File: src/rtl/fp_div_pkg.sv
// Shared types and constant builders for the iterative FP divider and its siblings.
package fp_div_pkg;

    typedef enum logic [1:0] {StIdle, StDivide, StNorm, StDone} state_e;

    typedef enum logic [2:0] {ClsZero, ClsNormal, ClsInf, ClsQnan, ClsSnan} op_class_e;

    localparam int unsigned FLG_INV = 4;
    localparam int unsigned FLG_DZ  = 3;
    localparam int unsigned FLG_OF  = 2;
    localparam int unsigned FLG_UF  = 1;
    localparam int unsigned FLG_NX  = 0;

    // Builders return a wide vector; callers size-cast to their own operand width.
    localparam int unsigned FP_MAX_W = 64;

    function automatic logic [FP_MAX_W-1:0] fp_zero(input int unsigned exp_w,
                                                    input int unsigned man_w,
                                                    input logic sign);
        return FP_MAX_W'(sign) << (exp_w + man_w);
    endfunction

    function automatic logic [FP_MAX_W-1:0] fp_inf(input int unsigned exp_w,
                                                   input int unsigned man_w,
                                                   input logic sign);
        logic [FP_MAX_W-1:0] ones;
        ones = (FP_MAX_W'(1) << exp_w) - FP_MAX_W'(1);
        return (ones << man_w) | fp_zero(exp_w, man_w, sign);
    endfunction

    function automatic logic [FP_MAX_W-1:0] fp_qnan(input int unsigned exp_w,
                                                    input int unsigned man_w);
        return fp_inf(exp_w, man_w, 1'b0) | (FP_MAX_W'(1) << (man_w - 1));
    endfunction

endpackage

File: src/rtl/fp_div_classify.sv
// Operand classification and special-case resolution for division (denormals flush to zero).
module fp_div_classify
    import fp_div_pkg::*;
#(
    parameter int unsigned EXP_W = 8,
    parameter int unsigned MAN_W = 23
) (
    input  logic [EXP_W+MAN_W:0] a_op,
    input  logic [EXP_W+MAN_W:0] b_op,
    output logic                 special,
    output logic [EXP_W+MAN_W:0] special_result,
    output logic [4:0]           special_flags
);

    localparam int unsigned W = 1 + EXP_W + MAN_W;

    function automatic op_class_e classify_op(input logic [EXP_W-1:0] e,
                                              input logic [MAN_W-1:0] m);
        if (e == '0) return ClsZero;
        if (e != '1) return ClsNormal;
        if (m == '0) return ClsInf;
        return m[MAN_W-1] ? ClsQnan : ClsSnan;
    endfunction

    op_class_e cls_a, cls_b;
    logic      sign;
    logic      nan_a, nan_b;

    assign cls_a = classify_op(a_op[W-2:MAN_W], a_op[MAN_W-1:0]);
    assign cls_b = classify_op(b_op[W-2:MAN_W], b_op[MAN_W-1:0]);
    assign sign  = a_op[W-1] ^ b_op[W-1];
    assign nan_a = (cls_a == ClsQnan) || (cls_a == ClsSnan);
    assign nan_b = (cls_b == ClsQnan) || (cls_b == ClsSnan);

    always_comb begin
        special        = 1'b1;
        special_result = W'(fp_zero(EXP_W, MAN_W, sign));
        special_flags  = '0;
        if (nan_a || nan_b) begin
            special_result         = W'(fp_qnan(EXP_W, MAN_W));
            special_flags[FLG_INV] = (cls_a == ClsSnan) || (cls_b == ClsSnan);
        end else if ((cls_a == ClsZero && cls_b == ClsZero) ||
                     (cls_a == ClsInf && cls_b == ClsInf)) begin
            special_result         = W'(fp_qnan(EXP_W, MAN_W));
            special_flags[FLG_INV] = 1'b1;
        end else if (cls_a == ClsInf) begin
            special_result = W'(fp_inf(EXP_W, MAN_W, sign));
        end else if (cls_b == ClsInf) begin
            special_result = W'(fp_zero(EXP_W, MAN_W, sign));
        end else if (cls_b == ClsZero) begin
            special_result        = W'(fp_inf(EXP_W, MAN_W, sign));
            special_flags[FLG_DZ] = 1'b1;
        end else if (cls_a == ClsZero) begin
            special_result = W'(fp_zero(EXP_W, MAN_W, sign));
        end else begin
            special = 1'b0;
        end
    end

endmodule

File: src/rtl/fp_divider_iter.sv
// Iterative IEEE-754 divider: radix-2 restoring mantissa division, one quotient bit per clock,
// round-to-nearest-even, valid/ready on both sides.
module fp_divider_iter
    import fp_div_pkg::*;
#(
    parameter int unsigned EXP_W = 8,
    parameter int unsigned MAN_W = 23
) (
    input  logic                 clk,
    input  logic                 rst,
    input  logic                 in_valid,
    output logic                 in_ready,
    input  logic [EXP_W+MAN_W:0] a_op,
    input  logic [EXP_W+MAN_W:0] b_op,
    output logic                 out_valid,
    input  logic                 out_ready,
    output logic [EXP_W+MAN_W:0] result,
    output logic [4:0]           flags
);

    localparam int unsigned W     = 1 + EXP_W + MAN_W;
    localparam int unsigned CNT_W = $clog2(MAN_W + 3);
    localparam int unsigned SE_W  = EXP_W + 2;

    typedef logic signed [SE_W-1:0] sexp_t;

    localparam sexp_t            BIAS     = sexp_t'((1 << (EXP_W - 1)) - 1);
    localparam sexp_t            EXP_MAX  = sexp_t'((1 << EXP_W) - 1);
    localparam logic [CNT_W-1:0] CNT_LAST = CNT_W'(MAN_W + 2);

    state_e state_q, state_d;

    logic             accept;
    logic             special;
    logic [W-1:0]     special_result;
    logic [4:0]       special_flags;

    logic             sign_q;
    logic [EXP_W-1:0] ea_q, eb_q;
    logic [MAN_W+1:0] rem_q;
    logic [MAN_W:0]   mb_q;
    logic [MAN_W+2:0] q_q;
    logic [CNT_W-1:0] cnt_q;
    logic [W-1:0]     result_q;
    logic [4:0]       flags_q;

    fp_div_classify #(
        .EXP_W(EXP_W),
        .MAN_W(MAN_W)
    ) u_classify (
        .a_op          (a_op),
        .b_op          (b_op),
        .special       (special),
        .special_result(special_result),
        .special_flags (special_flags)
    );

    assign accept = in_valid && in_ready;

    always_ff @(posedge clk or posedge rst) begin
        if (rst) begin
            state_q <= StIdle;
        end else begin
            state_q <= state_d;
        end
    end

    always_comb begin
        state_d = state_q;
        unique case (state_q)
            StIdle:   if (accept) state_d = special ? StDone : StDivide;
            StDivide: if (cnt_q == CNT_LAST) state_d = StNorm;
            StNorm:   state_d = StDone;
            StDone:   if (out_ready) state_d = StIdle;
            default:  state_d = StIdle;
        endcase
    end

    always_comb begin
        in_ready  = (state_q == StIdle);
        out_valid = (state_q == StDone);
    end

    // Restoring step: remainder stays below 2*mb, so one extra bit covers the trial borrow.
    logic [MAN_W+2:0] trial;
    logic             q_bit;
    logic [MAN_W+1:0] rem_keep;

    always_comb begin
        trial    = {1'b0, rem_q} - {2'b00, mb_q};
        q_bit    = ~trial[MAN_W+2];
        rem_keep = q_bit ? trial[MAN_W+1:0] : rem_q;
    end

    sexp_t            exp_pre, exp_fin;
    logic [MAN_W-1:0] frac;
    logic [MAN_W:0]   frac_sum;
    logic             guard, sticky, round_up;
    logic [W-1:0]     norm_result;
    logic [4:0]       norm_flags;

    always_comb begin
        exp_pre = sexp_t'({2'b00, ea_q}) - sexp_t'({2'b00, eb_q}) + BIAS;
        if (q_q[MAN_W+2]) begin
            frac   = q_q[MAN_W+1:2];
            guard  = q_q[1];
            sticky = q_q[0] | (rem_q != '0);
        end else begin
            frac    = q_q[MAN_W:1];
            guard   = q_q[0];
            sticky  = (rem_q != '0);
            exp_pre = exp_pre - sexp_t'(1);
        end
        round_up = guard & (sticky | frac[0]);
        // Carry out of the fraction means the rounded mantissa became 2.0.
        frac_sum = {1'b0, frac} + {{MAN_W{1'b0}}, round_up};
        exp_fin  = exp_pre + sexp_t'(frac_sum[MAN_W]);

        norm_flags         = '0;
        norm_flags[FLG_NX] = guard | sticky;
        if (exp_fin >= EXP_MAX) begin
            norm_result        = W'(fp_inf(EXP_W, MAN_W, sign_q));
            norm_flags[FLG_OF] = 1'b1;
            norm_flags[FLG_NX] = 1'b1;
        end else if (exp_fin <= sexp_t'(0)) begin
            norm_result        = W'(fp_zero(EXP_W, MAN_W, sign_q));
            norm_flags[FLG_UF] = 1'b1;
            norm_flags[FLG_NX] = 1'b1;
        end else begin
            norm_result = {sign_q, exp_fin[EXP_W-1:0], frac_sum[MAN_W-1:0]};
        end
    end

    always_ff @(posedge clk or posedge rst) begin
        if (rst) begin
            sign_q   <= 1'b0;
            ea_q     <= '0;
            eb_q     <= '0;
            rem_q    <= '0;
            mb_q     <= '0;
            q_q      <= '0;
            cnt_q    <= '0;
            result_q <= '0;
            flags_q  <= '0;
        end else begin
            unique case (state_q)
                StIdle: begin
                    if (accept) begin
                        sign_q <= a_op[W-1] ^ b_op[W-1];
                        ea_q   <= a_op[W-2:MAN_W];
                        eb_q   <= b_op[W-2:MAN_W];
                        rem_q  <= {2'b01, a_op[MAN_W-1:0]};
                        mb_q   <= {1'b1, b_op[MAN_W-1:0]};
                        q_q    <= '0;
                        cnt_q  <= '0;
                        if (special) begin
                            result_q <= special_result;
                            flags_q  <= special_flags;
                        end
                    end
                end
                StDivide: begin
                    q_q   <= {q_q[MAN_W+1:0], q_bit};
                    rem_q <= rem_keep << 1;
                    cnt_q <= cnt_q + CNT_W'(1);
                end
                StNorm: begin
                    result_q <= norm_result;
                    flags_q  <= norm_flags;
                end
                default: ;
            endcase
        end
    end

    assign result = result_q;
    assign flags  = flags_q;

endmodule

File: config.mk
export PLATFORM = sky130hd
export DESIGN_NAME = fp_divider_iter
export DESIGN_NICKNAME = d
export VERILOG_FILES = /design/src/rtl/fp_div_pkg.sv /design/src/rtl/fp_div_classify.sv /design/src/rtl/fp_divider_iter.sv
export SDC_FILE = /design/constraint.sdc
export NUM_CORES = 1
export LEC_CHECK = 0
export CAP_MARGIN = 20
export CORE_ASPECT_RATIO = 0.5
export CORE_MARGIN = 8
export CORE_UTILIZATION = 38
export CTS_CLUSTER_SIZE = 12
export DETAILED_ROUTE_END_ITERATION = 16
export DONT_BUFFER_PORTS = 1
export GPL_ROUTABILITY_DRIVEN = 0
export GPL_TIMING_DRIVEN = 0
export MAX_ROUTING_LAYER = met4
export PLACE_DENSITY_LB_ADDON = 0.3
export REMOVE_ABC_BUFFERS = 1
export SYNTH_ARGS = -nofsm -noshare
export SYNTH_HDL_FRONTEND = slang
export SYNTH_SLANG_ARGS = --single-unit
export TNS_END_PERCENT = 1
File: constraint.sdc
create_clock -name clk -period 8.4 [get_ports clk]
set_input_delay 0.84 -clock clk [delete_from_list [all_inputs] [get_ports clk]]
set_output_delay 0.84 -clock clk [all_outputs]
set_load 0.1 [all_outputs]
==> summary.md, run 1 <==
| Metric | Value |
|---|---|
| Post-CTS clock slew at the launch and capture registers of the worst setup and hold paths | 0.07 ns |
| Metal3 WL | between 1 and 1.5 mm |
| Critical path class | register to register |
| CP arrival | 6.61 ns |
| Critical path, cell by cell | buf_12 > mux2_2 > nor3_1 > nor2_1 > ha_1 > nand2_1 > a2111oi_2 > and3_1 > o211a_1 > and2_1 > nand3_1 > or3_1 > nor4_1 > and3_1 > ha_1 > ha_1 > xor2_1 > and3_1 > nand3_1 > a21boi_0 > a2bb2oi_1 > a2111oi_4 > buf_6 > a22o_1 |
| Hold-fix buffers at CTS | 0 |
| Final core utilization | about 43% |
| Share of the yosys chip area belonging to registers | 37.19% |
| Number of search-and-repair iterations in the first detailed-routing pass | 5 |
| Longest Clk Path Bufs | 2 |
| Count of final setup violators | 0 |
| Global-route wire length before repair | 39.85 mm |
| Postcts setup bufs | 0 |
| Slew @ Worst Pin | 1.057 ns |
| Final nets | approximately 1100 |
| CP Launch Type | register |
| Share of synthesized flip-flops with an asynchronous set or reset | 100.0% |
| Total of warnings raised by yosys | 0 |
| Total routed wire length on the met1 layer | 10.90 mm |
| Post-synth EDFFs | 0 |
| Max transition margin | 29.52% |
| Post-layout minimum cycle time | 6.285 ns |
| Clock latency of the later-clocked register in the worst-skew pair | 0.43 ns |
| Highest-delay cell along the critical path | sky130_fd_sc_hd__nor4_1 |
| Initial antenna violation count | 0 |
| Outcome | complete, no violations |
| Number of antenna-violating nets in the routed design | 0 |
| Library cells used by synthesis | 85 |
| Final-report hold violation count | 0 |
| Primary FF master, synth | sky130_fd_sc_hd__dfrtp_1 |
| Final Max Slew Viols | 0 |
| Post-Syn Area | 9151 sq um |
| Vias | 7388 |
| Row Count | 40 |
| Via density | 5.714 |
| IO buf count | 0 |
| Path depth of the worst reg2reg path | 24 |
| Standard cell core area | 23820 sq um |
| Count of pins on the block boundary | 107 |
| Setup slack on the worst flop-to-flop path | approximately 2.1 ns |
| Initial Util | 38.41% |
| Worst EP required | around 8.7 ns |
| Gr usage total | between 15 and 20% |
| Mapped Avg Cell Area | between 9 and 10 sq um |
| Count of mapped cells out of synthesis | slightly below 1000 |
| Clock buffer count from CTS | 17 |
| Overflow after GRT | 0 |
| Fmax | 159.1 MHz |
| Area growth from synthesis to final layout | 11.13% |
| Max H-tree Level | 4 |
| Beginning of the worst register-to-register path | q_q[25]$_DFFE_PP0P_ |
| Number of antenna cells inserted | 0 |
| Die footprint | about 30000 sq um |
| Sort of element at the end of the critical path | register |
| Maximum Capacitance Violations | 0 |
| Cell at the root of the clock tree | sky130_fd_sc_hd__clkbuf_16 |
| Number of design rule violations left after detail routing | 0 |
| Buffers and inverters on the worst path | 2 |
| Worst hold-check path type | input pin to asynchronous set/reset pin |
| Count of instances resized after the clock tree is built | 0 |
| Y dimension of the die | ~130 um |
| Detailed placement HPWL | 18.61 mm |
| Number of flip-flops and latches in the synthesized netlist | 136 |
| Die Span X | 235.5 um |
| Family with the most delay on the worst path | simple AND/OR/NAND/NOR gates |
| Crit-path max cell delay | 0.61 ns |
| Clock tree sinks | between 100 and 150 |
| Largest net degree at the start of global routing | 84 |
| CTS tree | yes |
| Crit path from | q_q[25]$_DFFE_PP0P_ |
| Setup TNS after final layout | 0 ns |
| Ratio of cells with drive above 1 in the final layout | 12.27% |
| Topmost layer with routed signal wires | met4 |
| Violation count after the first detailed-route iteration | 494 |
| RSZ-0062 raised after global routing | no |
| Drt wl/cell | 18.79 um |
| DR WL met2 | ~11 mm |
| Capture instance of the worst register-to-register path | result[7]$_DFFE_PP0P_ |
| Worst-path maximum fanout | 47 |
| Vias in the first global route | 7312 |
| Clock skew | approximately 0.012 ns |
| Ratio of final minimum period to clock period | 74.83% |
| Wire length reported by the detailed router | 24.29 mm |
metal layers:
metal / global-route usage [%] / up-vias
met2: 27.02 / 163
met1: 20.73 / 3555
met5: - / -
met3: 4.266 / 41
li1: - / 3629
met4: 5.822 / 0
per-stage QoR:
| stage | area, sq um | setup WS, ns | instances | hold WS (ns) |
|---|---|---|---|---|
| after global routing | 10170 | 1.750 | 1293 | 0.3364 |
| final | 10170 | 2.115 | 1293 | 0.3026 |
| after global placement | 9350 | 0.8661 | 1249 | 0.4334 |
| after detailed placement | 9597 | 2.190 | 1261 | 0.4378 |
| after CTS | 10170 | 2.131 | 1293 | 0.3199 |
| after floorplan | 8956 | 2.333 | 934 | 0.4175 |
registers in the layout, summed over array words and instances, names as in the netlist:
name / count
flags: 5
mb_q: 24
rem_q: 25
state_q: 2
eb_q: 8
cnt_q: 5
q_q: 26
ea_q: 8
sign_q: 1
result: 32
worst reg2reg max path: stages, from the launching register on:
cell	delay [ns]
sky130_fd_sc_hd__dfrtp_2	0.49
sky130_fd_sc_hd__buf_12	0.21
sky130_fd_sc_hd__mux2_2	0.30
sky130_fd_sc_hd__nor3_1	0.05
sky130_fd_sc_hd__nor2_1	0.11
sky130_fd_sc_hd__ha_1	0.18
sky130_fd_sc_hd__nand2_1	0.09
sky130_fd_sc_hd__a2111oi_2	0.39
sky130_fd_sc_hd__and3_1	0.27
sky130_fd_sc_hd__o211a_1	0.25
sky130_fd_sc_hd__and2_1	0.19
sky130_fd_sc_hd__nand3_1	0.12
sky130_fd_sc_hd__or3_1	0.42
sky130_fd_sc_hd__nor4_1	0.61
sky130_fd_sc_hd__and3_1	0.26
sky130_fd_sc_hd__ha_1	0.18
sky130_fd_sc_hd__ha_1	0.22
sky130_fd_sc_hd__xor2_1	0.24
sky130_fd_sc_hd__and3_1	0.19
sky130_fd_sc_hd__nand3_1	0.07
sky130_fd_sc_hd__a21boi_0	0.24
sky130_fd_sc_hd__a2bb2oi_1	0.54
sky130_fd_sc_hd__a2111oi_4	0.16
sky130_fd_sc_hd__buf_6	0.21
sky130_fd_sc_hd__a22o_1	0.20
cell usage after synthesis (22+ instances only):
cell / n / area, sq um
sky130_fd_sc_hd__nor2_1: 64 / 240.2
sky130_fd_sc_hd__ha_1: 44 / 550.5
sky130_fd_sc_hd__o21ai_0: 56 / 280.3
sky130_fd_sc_hd__clkbuf_1: 32 / 120.1
sky130_fd_sc_hd__xnor2_1: 28 / 245.2
sky130_fd_sc_hd__a21oi_1: 53 / 265.3
sky130_fd_sc_hd__inv_1: 57 / 214.0
sky130_fd_sc_hd__a22o_1: 38 / 332.8
sky130_fd_sc_hd__dfrtp_1: 136 / 3403
sky130_fd_sc_hd__nand2_1: 73 / 274.0
sky130_fd_sc_hd__a21o_1: 22 / 165.2
sky130_fd_sc_hd__mux2_2: 46 / 518.0
sky130_fd_sc_hd__nor4_1: 26 / 162.7
sky130_fd_sc_hd__nor3_1: 29 / 145.1
kinds of logic (layout without fill, tap and decap cells):
kind of cell             after synthesis  count (layout)  synth area share [%]
AND/OR/NAND/NOR                      302             302                 16.95
AO/OA/AOI/OAI                        282             282                 22.01
flip-flops                           136             136                 37.19
buffers and inverters                100             101                 4.471
multiplexers                          64              64                 7.711
XOR/XNOR                              47              47                 5.209
adder cells (fa/ha/maj)               46              46                 6.453
worst max-delay path by stage:
stage / end / slack (ns) / cells after the start
6_report: result[7]$_DFFE_PP0P_ / 2.11 / 24
5_1_grt: result[4]$_DFFE_PP0P_ / 1.75 / 24
4_1_cts: result[7]$_DFFE_PP0P_ / 2.13 / 24
3_5_place_dp: result[7]$_DFFE_PP0P_ / 2.19 / 24
3_3_place_gp: rem_q[23]$_DFFE_PP0P_ / 0.87 / 8
2_1_floorplan: result[20]$_DFFE_PP0P_ / 2.33 / 22
layout make-up:
class / instances / area [sq um]
Fill cell: 2322 / 13650
Multi-Input combinational cell: 741 / 5365
Sequential cell: 136 / 3405
Clock buffer: 19 / 452.9
Tap cell: 315 / 394.1
Inverter: 57 / 219.0
Timing Repair Buffer: 12 / 214.0
Clock inverter: 13 / 120.1
layout by cell type, fill, tap and decap left out, drive strengths merged, types with 22 or more instances in the layout:
cell	netlist	routed
a21oi	53	53
ha	44	44
nor3	29	29
nor4	27	27
mux2	46	46
o21ai	60	60
nand2	73	73
inv	57	61
xnor2	31	31
a21o	22	22
a22o	38	38
nor2	64	64
dfrtp	136	136
Power of run 1 is left out: the tool's default activity adds up to more than one toggle a clock period on the data nets, which glitch-free logic cannot reach.
==> run 2: changes to the inputs <==
Clock period 8.4 ns to 5.2 ns, I/O delays scaled along.
==> run 2 against run 1 <==
Net effect: sequential share of layout area fell by 1.2 points; count of clock-buffer cells in the layout did not move; wire length rose by 3.9%; cell count rose by 1.8%; non-clock buffer count rose by 23; critical endpoint is now result[20]$_DFFE_PP0P_; highest routed layer unchanged.
==> summary.md, run 2 (same netlist as run 1, synthesis figures left out) <==
| Metric | Value |
|---|---|
| Global-route wire length before repair | 40.95 mm (+2.8%) |
| Overflow after GRT | 0 (unchanged) |
| Clock buffer count from CTS | 17 (unchanged) |
| Drt wl/cell | 19.17 um (+2.1%) |
| Final worst-path setup slack | 0.04929 ns (-2.065 ns) |
| # fillers | 2284 (-1.6%) |
| Max FFs per register | 32 (unchanged) |
| Critical path class | register to register |
| Detailed placement HPWL | 18.61 mm (unchanged) |
| CP arrival | 5.51 ns (-1.10 ns) |
| Worst slack after detailed placement | -1.010 ns (-3.200 ns) |
| Fmax | 194.1 MHz (+22%) |
| Wire length reported by the detailed router | 25.23 mm (+3.9%) |
| Standard cell core area | 23820 sq um (unchanged) |
| Worst-path maximum fanout | 9 (-81%) |
| Max H-tree Level | 4 (unchanged) |
| Setup TNS after final layout | 0 ns (unchanged) |
| Clock tree sinks | 136 (unchanged) |
| Final Max Slew Viols | 0 (unchanged) |
| Initial Util | 38.41% (unchanged) |
| Violation count after the first detailed-route iteration | 519 (+5.1%) |
| Largest net degree at the start of global routing | 84 (unchanged) |
| Most common cell after layout, fill and taps aside | sky130_fd_sc_hd__dfrtp_1 |
| Y dimension of the die | 125.7 um (unchanged) |
| Number of antenna cells inserted | 0 (unchanged) |
| Worst EP required | 5.56 ns (-3.16 ns) |
| Die Span X | 235.5 um (unchanged) |
| Number of design rule violations left after detail routing | 0 (unchanged) |
| Vias | 7565 (+2.4%) |
| Count of pins on the block boundary | 107 (unchanged) |
| Number of antenna-violating nets in the routed design | 0 (unchanged) |
| Max transition margin | 28.13% (-1.4 points) |
| Cell at the root of the clock tree | sky130_fd_sc_hd__clkbuf_16 |
| Outcome | complete, no violations |
| Number of search-and-repair iterations in the first detailed-routing pass | 5 (unchanged) |
| Via density | 5.748 (+0.61%) |
| Top library cells by usage in the layout, fill and taps aside | sky130_fd_sc_hd__dfrtp_1, sky130_fd_sc_hd__nand2_1, sky130_fd_sc_hd__nor2_1, sky130_fd_sc_hd__inv_1, sky130_fd_sc_hd__o21ai_0 |
| Post-CTS clock slew at the launch and capture registers of the worst setup and hold paths | 0.06 ns (about the same) |
| Maximum Capacitance Violations | 0 (unchanged) |
| Non-filler cells, final | 1316 (+1.8%) |
| Clock skew | 0.01315 ns (+0.001297 ns) |
| Die footprint | 29610 sq um (unchanged) |
| Slew @ Worst Pin | 1.078 ns (+0.02088 ns) |
| Longest Clk Path Bufs | 2 (unchanged) |
| CP Launch Type | register |
| Total instance count after detailed placement | 1261 (unchanged) |
| CTS tree | yes |
| Ratio of cells with drive above 1 in the final layout | 16.28% (+4.0 points) |
| Vias in the first global route | 7511 (+2.7%) |
| RSZ-0062 raised after global routing | yes |
| Ratio of final minimum period to clock period | 99.05% (+24 points) |
| Final-report hold violation count | 0 (unchanged) |
| Post-layout minimum cycle time | 5.151 ns (-1.135 ns) |
| Row Count | 40 (unchanged) |
| Area growth from synthesis to final layout | 15.39% |
| Count of final setup violators | 0 (unchanged) |
| Worst hold-check path type | input pin to register |
| Gr usage total | 17.36% (+0.48 points) |
| Final nets | 1102 (+2.1%) |
| Initial antenna violation count | 0 (unchanged) |
| Clock latency of the later-clocked register in the worst-skew pair | 0.43 ns (about the same) |
| Sort of element at the end of the critical path | register |
| IO buf count | 0 (unchanged) |
-- run 2: layout make-up --
class | instances | area, sq um | area share [%]
clock inverter | 13 | 120.1 | 1.137
inverter | 57 | 219.0 | 2.073
timing repair buffer | 35 | 439.2 | 4.159
tap | 315 | 394.1 | 3.732
sequential | 136 | 3405 | 32.24
clock buffer | 19 | 452.9 | 4.289
multi-input combinational | 741 | 5530 | 52.37
-- run 2: worst paths after layout --
kind,slack [ns],start,depth (start not counted),to
worst max-delay path,0.05,q_q[25]$_DFFE_PP0P_,24,result[20]$_DFFE_PP0P_
worst min-delay path,0.21,a_op[0],2,rem_q[0]$_DFFE_PP0P_
worst max register to register,0.05,q_q[25]$_DFFE_PP0P_,24,result[20]$_DFFE_PP0P_
worst min register to register,0.45,mb_q[23]$_DFFE_PP0P_,2,mb_q[23]$_DFFE_PP0P_
max in group asynchronous,3.77,rst,3,mb_q[10]$_DFFE_PP0P_
min in group asynchronous,0.62,rst,2,result[8]$_DFFE_PP0P_
-- run 2: metal layers --
| layer | up-vias | global-route usage (%) | routed length, um |
|---|---|---|---|
| met5 | - | - | 0 |
| met4 | 0 | 6.405 | 756 |
| met3 | 44 | 4.310 | 1512 |
| met2 | 192 | 27.64 | 11800 |
| met1 | 3651 | 21.34 | 11160 |
| li1 | 3678 | - | - |
-- run 2: timing repair --
item,4_1_cts,5_1_grt
gates resized for setup,22,13
gates cloned,2,1
hold buffers,1,0
pin swaps,10,21
setup buffers,11,8
endpoints found under the hold margin,1,0
setup endpoints to repair,34,33
-- run 2: per-stage QoR --
| step | utilization (%) | hold slack [ns] | instance area, sq um |
|---|---|---|---|
| 3_5_place_dp | 40.28 | 0.4378 | 9597 |
| 4_1_cts | 43.68 | 0.1980 | 10410 |
| 2_1_floorplan | - | 0.4175 | 8956 |
| 5_1_grt | 44.33 | 0.2256 | 10560 |
| 6_report | 44.33 | 0.2149 | 10560 |
| 3_3_place_gp | 39.25 | 0.4334 | 9350 |
-- run 2: critical path: stages, from the launching register on --
cell	delay (ns)
sky130_fd_sc_hd__dfrtp_2	0.43
sky130_fd_sc_hd__buf_12	0.15
sky130_fd_sc_hd__mux2_4	0.21
sky130_fd_sc_hd__nor3_2	0.04
sky130_fd_sc_hd__nor2_1	0.13
sky130_fd_sc_hd__ha_2	0.21
sky130_fd_sc_hd__nand2_2	0.08
sky130_fd_sc_hd__a2111oi_4	0.32
sky130_fd_sc_hd__and3_4	0.26
sky130_fd_sc_hd__o211a_4	0.17
sky130_fd_sc_hd__and2_4	0.16
sky130_fd_sc_hd__nand3_4	0.08
sky130_fd_sc_hd__or3_4	0.40
sky130_fd_sc_hd__nor4_4	0.20
sky130_fd_sc_hd__and3_1	0.21
sky130_fd_sc_hd__ha_2	0.22
sky130_fd_sc_hd__ha_4	0.18
sky130_fd_sc_hd__nand2_4	0.06
sky130_fd_sc_hd__buf_4	0.16
sky130_fd_sc_hd__nor4_4	0.18
sky130_fd_sc_hd__a2111oi_4	0.12
sky130_fd_sc_hd__and2_4	0.21
sky130_fd_sc_hd__a2111oi_4	0.52
sky130_fd_sc_hd__buf_4	0.23
sky130_fd_sc_hd__a32o_1	0.15
Power of run 2 is left out for the same reason.
